`config.mk`:
```
export PLATFORM = sky130hd
export DESIGN_NAME = fifo_uart_tx
export DESIGN_NICKNAME = d
export VERILOG_FILES = /design/src/rtl/fifo_uart_tx.sv
export SDC_FILE = /design/constraint.sdc
export NUM_CORES = 1
export LEC_CHECK = 0
export ABC_AREA = 1
export BUFFER_PORTS_ARGS = -buffer_cell sky130_fd_sc_hd__buf_2
export CAP_MARGIN = 20
export CELL_PAD_IN_SITES_DETAIL_PLACEMENT = 1
export CELL_PAD_IN_SITES_GLOBAL_PLACEMENT = 1
export CORE_MARGIN = 2
export CORE_UTILIZATION = 42
export DETAILED_ROUTE_END_ITERATION = 8
export GPL_ROUTABILITY_DRIVEN = 1
export PLACE_DENSITY_LB_ADDON = 0.12
export REMOVE_ABC_BUFFERS = 1
export SKIP_LAST_GASP = 1
export SLEW_MARGIN = 40
export SYNTH_ARGS = -nofsm -noshare
export SYNTH_HDL_FRONTEND = slang
export SYNTH_SLANG_ARGS = --single-unit
```
`constraint.sdc`:
```
create_clock -name clk -period 2 [get_ports clk]
set_input_delay 0.3 -clock clk [delete_from_list [all_inputs] [get_ports clk]]
set_output_delay 0.3 -clock clk [all_outputs]
set_load 0.02 [all_outputs]
```
`src/rtl/fifo_uart_tx.sv`:
```
// FIFO read-side drainer: pops one byte at a time and sends it
// as a UART 8N1 frame, LSB first, at BAUD_DIV clocks per bit.
module fifo_uart_tx #(
  parameter int BAUD_DIV  = 868,
  parameter int CNT_WIDTH = 16
) (
  input  logic                 clk,
  input  logic                 rst_n,
  input  logic                 tx_enable_i,
  input  logic                 fifo_empty_i,
  input  logic [7:0]           fifo_rd_data_i,
  output logic                 fifo_rd_en_o,
  output logic                 txd_o,
  output logic                 busy_o,
  output logic [CNT_WIDTH-1:0] frame_count_o
);

  localparam int BW = (BAUD_DIV > 2) ? $clog2(BAUD_DIV) : 1;

  typedef enum logic [2:0] {
    S_IDLE,
    S_POP,
    S_LOAD,
    S_START,
    S_DATA,
    S_STOP
  } state_e;

  state_e               state_q, state_d;
  logic [BW-1:0]        baud_q, baud_d;
  logic [2:0]           bit_q, bit_d;
  logic [7:0]           shift_q, shift_d;
  logic                 txd_q, txd_d;
  logic                 rd_en_q, rd_en_d;
  logic [CNT_WIDTH-1:0] cnt_q, cnt_d;
  logic                 baud_last;

  assign baud_last = (baud_q == BW'(BAUD_DIV - 1));

  always_comb begin
    state_d = state_q;
    baud_d  = '0;
    bit_d   = bit_q;
    shift_d = shift_q;
    txd_d   = txd_q;
    rd_en_d = rd_en_q;
    cnt_d   = cnt_q;
    unique case (state_q)
      S_IDLE: begin
        if (tx_enable_i && !fifo_empty_i) begin
          state_d = S_POP;
          rd_en_d = 1'b1;
        end
      end
      S_POP: begin
        rd_en_d = 1'b0;
        state_d = S_LOAD;
      end
      S_LOAD: begin
        shift_d = fifo_rd_data_i;
        txd_d   = 1'b0;
        state_d = S_START;
      end
      S_START: begin
        baud_d = baud_last ? '0 : baud_q + 1'b1;
        if (baud_last) begin
          state_d = S_DATA;
          txd_d   = shift_q[0];
          bit_d   = 3'd0;
        end
      end
      S_DATA: begin
        baud_d = baud_last ? '0 : baud_q + 1'b1;
        if (baud_last) begin
          if (bit_q == 3'd7) begin
            txd_d   = 1'b1;
            state_d = S_STOP;
          end else begin
            // next bit is shift_q[1] before the shift lands
            shift_d = shift_q >> 1;
            txd_d   = shift_q[1];
            bit_d   = bit_q + 3'd1;
          end
        end
      end
      S_STOP: begin
        baud_d = baud_last ? '0 : baud_q + 1'b1;
        if (baud_last) begin
          cnt_d   = cnt_q + 1'b1;
          state_d = S_IDLE;
        end
      end
      default: state_d = S_IDLE;
    endcase
  end

  always_ff @(posedge clk or negedge rst_n) begin
    if (!rst_n) begin
      state_q <= S_IDLE;
      baud_q  <= '0;
      bit_q   <= '0;
      shift_q <= '0;
      txd_q   <= 1'b1;
      rd_en_q <= 1'b0;
      cnt_q   <= '0;
    end else begin
      state_q <= state_d;
      baud_q  <= baud_d;
      bit_q   <= bit_d;
      shift_q <= shift_d;
      txd_q   <= txd_d;
      rd_en_q <= rd_en_d;
      cnt_q   <= cnt_d;
    end
  end

  assign fifo_rd_en_o  = rd_en_q;
  assign txd_o         = txd_q;
  assign busy_o        = (state_q != S_IDLE);
  assign frame_count_o = cnt_q;

endmodule

```
==> results.cfg <==
[cells_and_area]
drive_gt1_frac = 0.1551
nets = 376
diodes = 0
nFillCells = 746
multi_input_area_um2 = 1171
final-seq-area_um2 = 1052
stdcell_count = 433
fin_area_um2 = 2713
area_delta_synth_final_pct = 14.23

[synth]
synth_seq_cells = 42
synth.distinct_cells = 28
yosysTopAreaCellShare = 0.4320
syn_area_um2 = 2375
syn_inst = 322
synth_flop_cell = dfrtp_1
yosysWarnings = 0
async_reset_ff_frac = 1.000
synth.avg_cell_area_um2 = 7.375
ys_seq_area_frac = 0.4431
synth_area_leaders = dfrtp_1 (43%), nand2_1 (21%), nand3_1 (5.9%), inv_1 (4.6%), nor2_1 (4.6%)
synth_area_leader_cell = dfrtp_1
synth_edf_count = 0

[placement]
place_congestion = 0.7778
place_area_um2 = 2621
portBuffers = 30
dp_cells = 425
dp.final_hpwl_mm = 4.325

[setup_path]
path_max_fanout = 21
reg2reg_slack_ns = 0.24
crit_type = reg2reg
cp.arrival_ns = 1.98
worst_setup_path_end_kind = register
worstRegToRegCells = 7
timing.rr.end = frame_count_o[0]$_DFFE_PN0P_
timing.rr.start = baud_q[0]$_DFF_PN0_
worstSetupStartpointType = register
crit_required_ns = 2.22

[power_and_ir_drop]
p_per_area_nw_per_um2 = 871.4
p_comb_frac = 0.286
max-vdd-ir-drop_uv = 538.7
seqPwrFrac = 0.470
swShare = 0.3721
leakagePower_nw = 1.436
cell_internal_pwr_w = 0.001484
clkPwrFrac = 0.245
switchingPower_w = 0.0008795

[sta]
report.final.slew_viol_count = 0
clock.fmax_ghz = 0.5681
finalSetupTns_ns = 0
setup_violations = 0
holdWs_ns = 0.01719
worst_pin_slew_ns = 0.6376
finClkSkew_ns = 0.004782
period_share = 0.8801
max-slew-margin-rel = 0.5750
rsz0062_at_grt = false
timing.final.hold_violations = 0
fin_crit_ns = 1.760

[route]
drc_errors = 0
drtIter0Drc = 99
routed_wl_mm = 5.677
route.vias.total = 2139
viasPerCell = 4.940
wire_per_inst_um = 13.11
ant_nets = 0
drtPass1Iterations = 4

[floorplanning]
ios = 31
die_h_um = 79.20
die_area_um2 = 6272
core-area_um2 = 5473
die_w_um = 79.20
start_util = 0.4339
rows = 27

[clock_network]
clock_latency_ns = 0.29
cts_root_buf = clkbuf_8
cts_resized = 0
htreeDepth = 2
cts.sinks = 42
path_clk_slew_ns = 0.08
cts_buffers = 5
tritoncts = done
postCtsSetupBuffers = 0
cts.path.max_buffers = 2
cts_hold_buf = 0

[grt]
antenna_found_initial = 0
grt_util_all_layers = 0.2090
grt_pass1_wl_mm = 10.49
grt_pass1_vias = 2333
grt_overflow_total = 0
grt_max_degree = 29

[status]
status = completed

[run]
cap_viol_max_count = 0

[worst_hold_path]
min_path_type = in2async
-- critical path, cell delays in order, from the launching register on --
cell and delay, ns:
dfrtp_1 0.45, ha_1 0.25, nand2_1 0.08, nor2_2 0.23
nand2_4 0.12, nor2_8 0.11, buf_4 0.25, xor2_1 0.17
-- registers in the layout, summed over array words and instances, names as in the netlist --
| signal | cells |
|---|---|
| frame_count_o | 16 |
| baud_q | 10 |
| bit_q | 3 |
| state_q | 3 |
| fifo_rd_en_o | 1 |
| txd_o | 1 |
| shift_q | 8 |
-- cells in the final DEF, fill, tap and decap left out, drive strengths merged --
master	Yosys	final
ha	4	4
o21ai	11	11
nor3	5	5
nand3	30	30
nor3b	2	2
xor2	9	9
dfstp	1	1
xnor2	1	1
nand2	135	135
nor2	33	33
o22ai	1	1
clkbuf	1	7
or2	1	1
a31oi	1	1
inv	32	32
dfrtp	41	41
a21oi	3	3
nand4	8	8
buf	3	35
clkinv	0	1
-- layout make-up --
class	count	area share
tap	72	0.03321
multi-input combinational	244	0.4317
sequential	42	0.3879
clock buffer	7	0.03183
clock inverter	1	0.001845
timing repair buffer	35	0.06919
inverter	32	0.04428
-- metrics by stage --
step,worst slack [ns],power [W],utilization
after global routing,0.08195,0.002563,0.4957
after detailed placement,0.2737,0.001819,0.4790
final,0.2399,0.002364,0.4957
after floorplan,0.3851,0.001606,-
after global placement,0.3367,0.001794,0.4790
after CTS,0.2229,0.002404,0.4957
-- cell families (layout without fill, tap and decap cells) --
| logic type | Yosys count | count (layout) | synth area share |
|---|---|---|---|
| DFF | 42 | 42 | 0.4431 |
| AOI/OAI and AO/OA | 16 | 16 | 0.03477 |
| xor gates and xnor gates | 10 | 10 | 0.03688 |
| adders and majority gates | 4 | 4 | 0.02108 |
| buffers and inverters | 36 | 75 | 0.06374 |
| and+or+nand+nor | 214 | 214 | 0.4004 |
-- per-layer routing --
metal	global-route usage	wire, um
met2	0.3593	2738
met4	0.05862	63
met1	0.2675	2687
met5	0	0
met3	0.04091	187
-- synth_stat cells, types with 4 or more instances --
cell	n
inv_1	29
nor2_1	29
nand2_1	131
nor3_1	5
nand3_1	28
dfrtp_1	41
xor2_1	9
nand4_1	8
ha_1	4
o21ai_0	8
-- power by group through the flow --
stage,logic [W],registers (W),clock network [W]
floorplan,0.000496,0.00111,0
global placement,0.000675,0.00112,0
detailed placement,0.000696,0.00112,0
CTS,0.000697,0.00111,0.000600
global route,0.000806,0.00113,0.000629
finish,0.000675,0.00111,0.000578
-- how the worst max path moves through the flow --
stage                               endpoint  depth (start not counted)  slack [ns]                 from
6_report        frame_count_o[0]$_DFFE_PN0P_                          7        0.24  baud_q[0]$_DFF_PN0_
5_1_grt        frame_count_o[11]$_DFFE_PN0P_                          8        0.08  baud_q[0]$_DFF_PN0_
4_1_cts         frame_count_o[0]$_DFFE_PN0P_                          7        0.22  baud_q[0]$_DFF_PN0_
3_5_place_dp    frame_count_o[5]$_DFFE_PN0P_                          7        0.27  baud_q[0]$_DFF_PN0_
3_3_place_gp   frame_count_o[10]$_DFFE_PN0P_                          7        0.34  baud_q[0]$_DFF_PN0_
2_1_floorplan  frame_count_o[13]$_DFFE_PN0P_                          8        0.39  baud_q[0]$_DFF_PN0_
(Power assumes the default switching activity.)
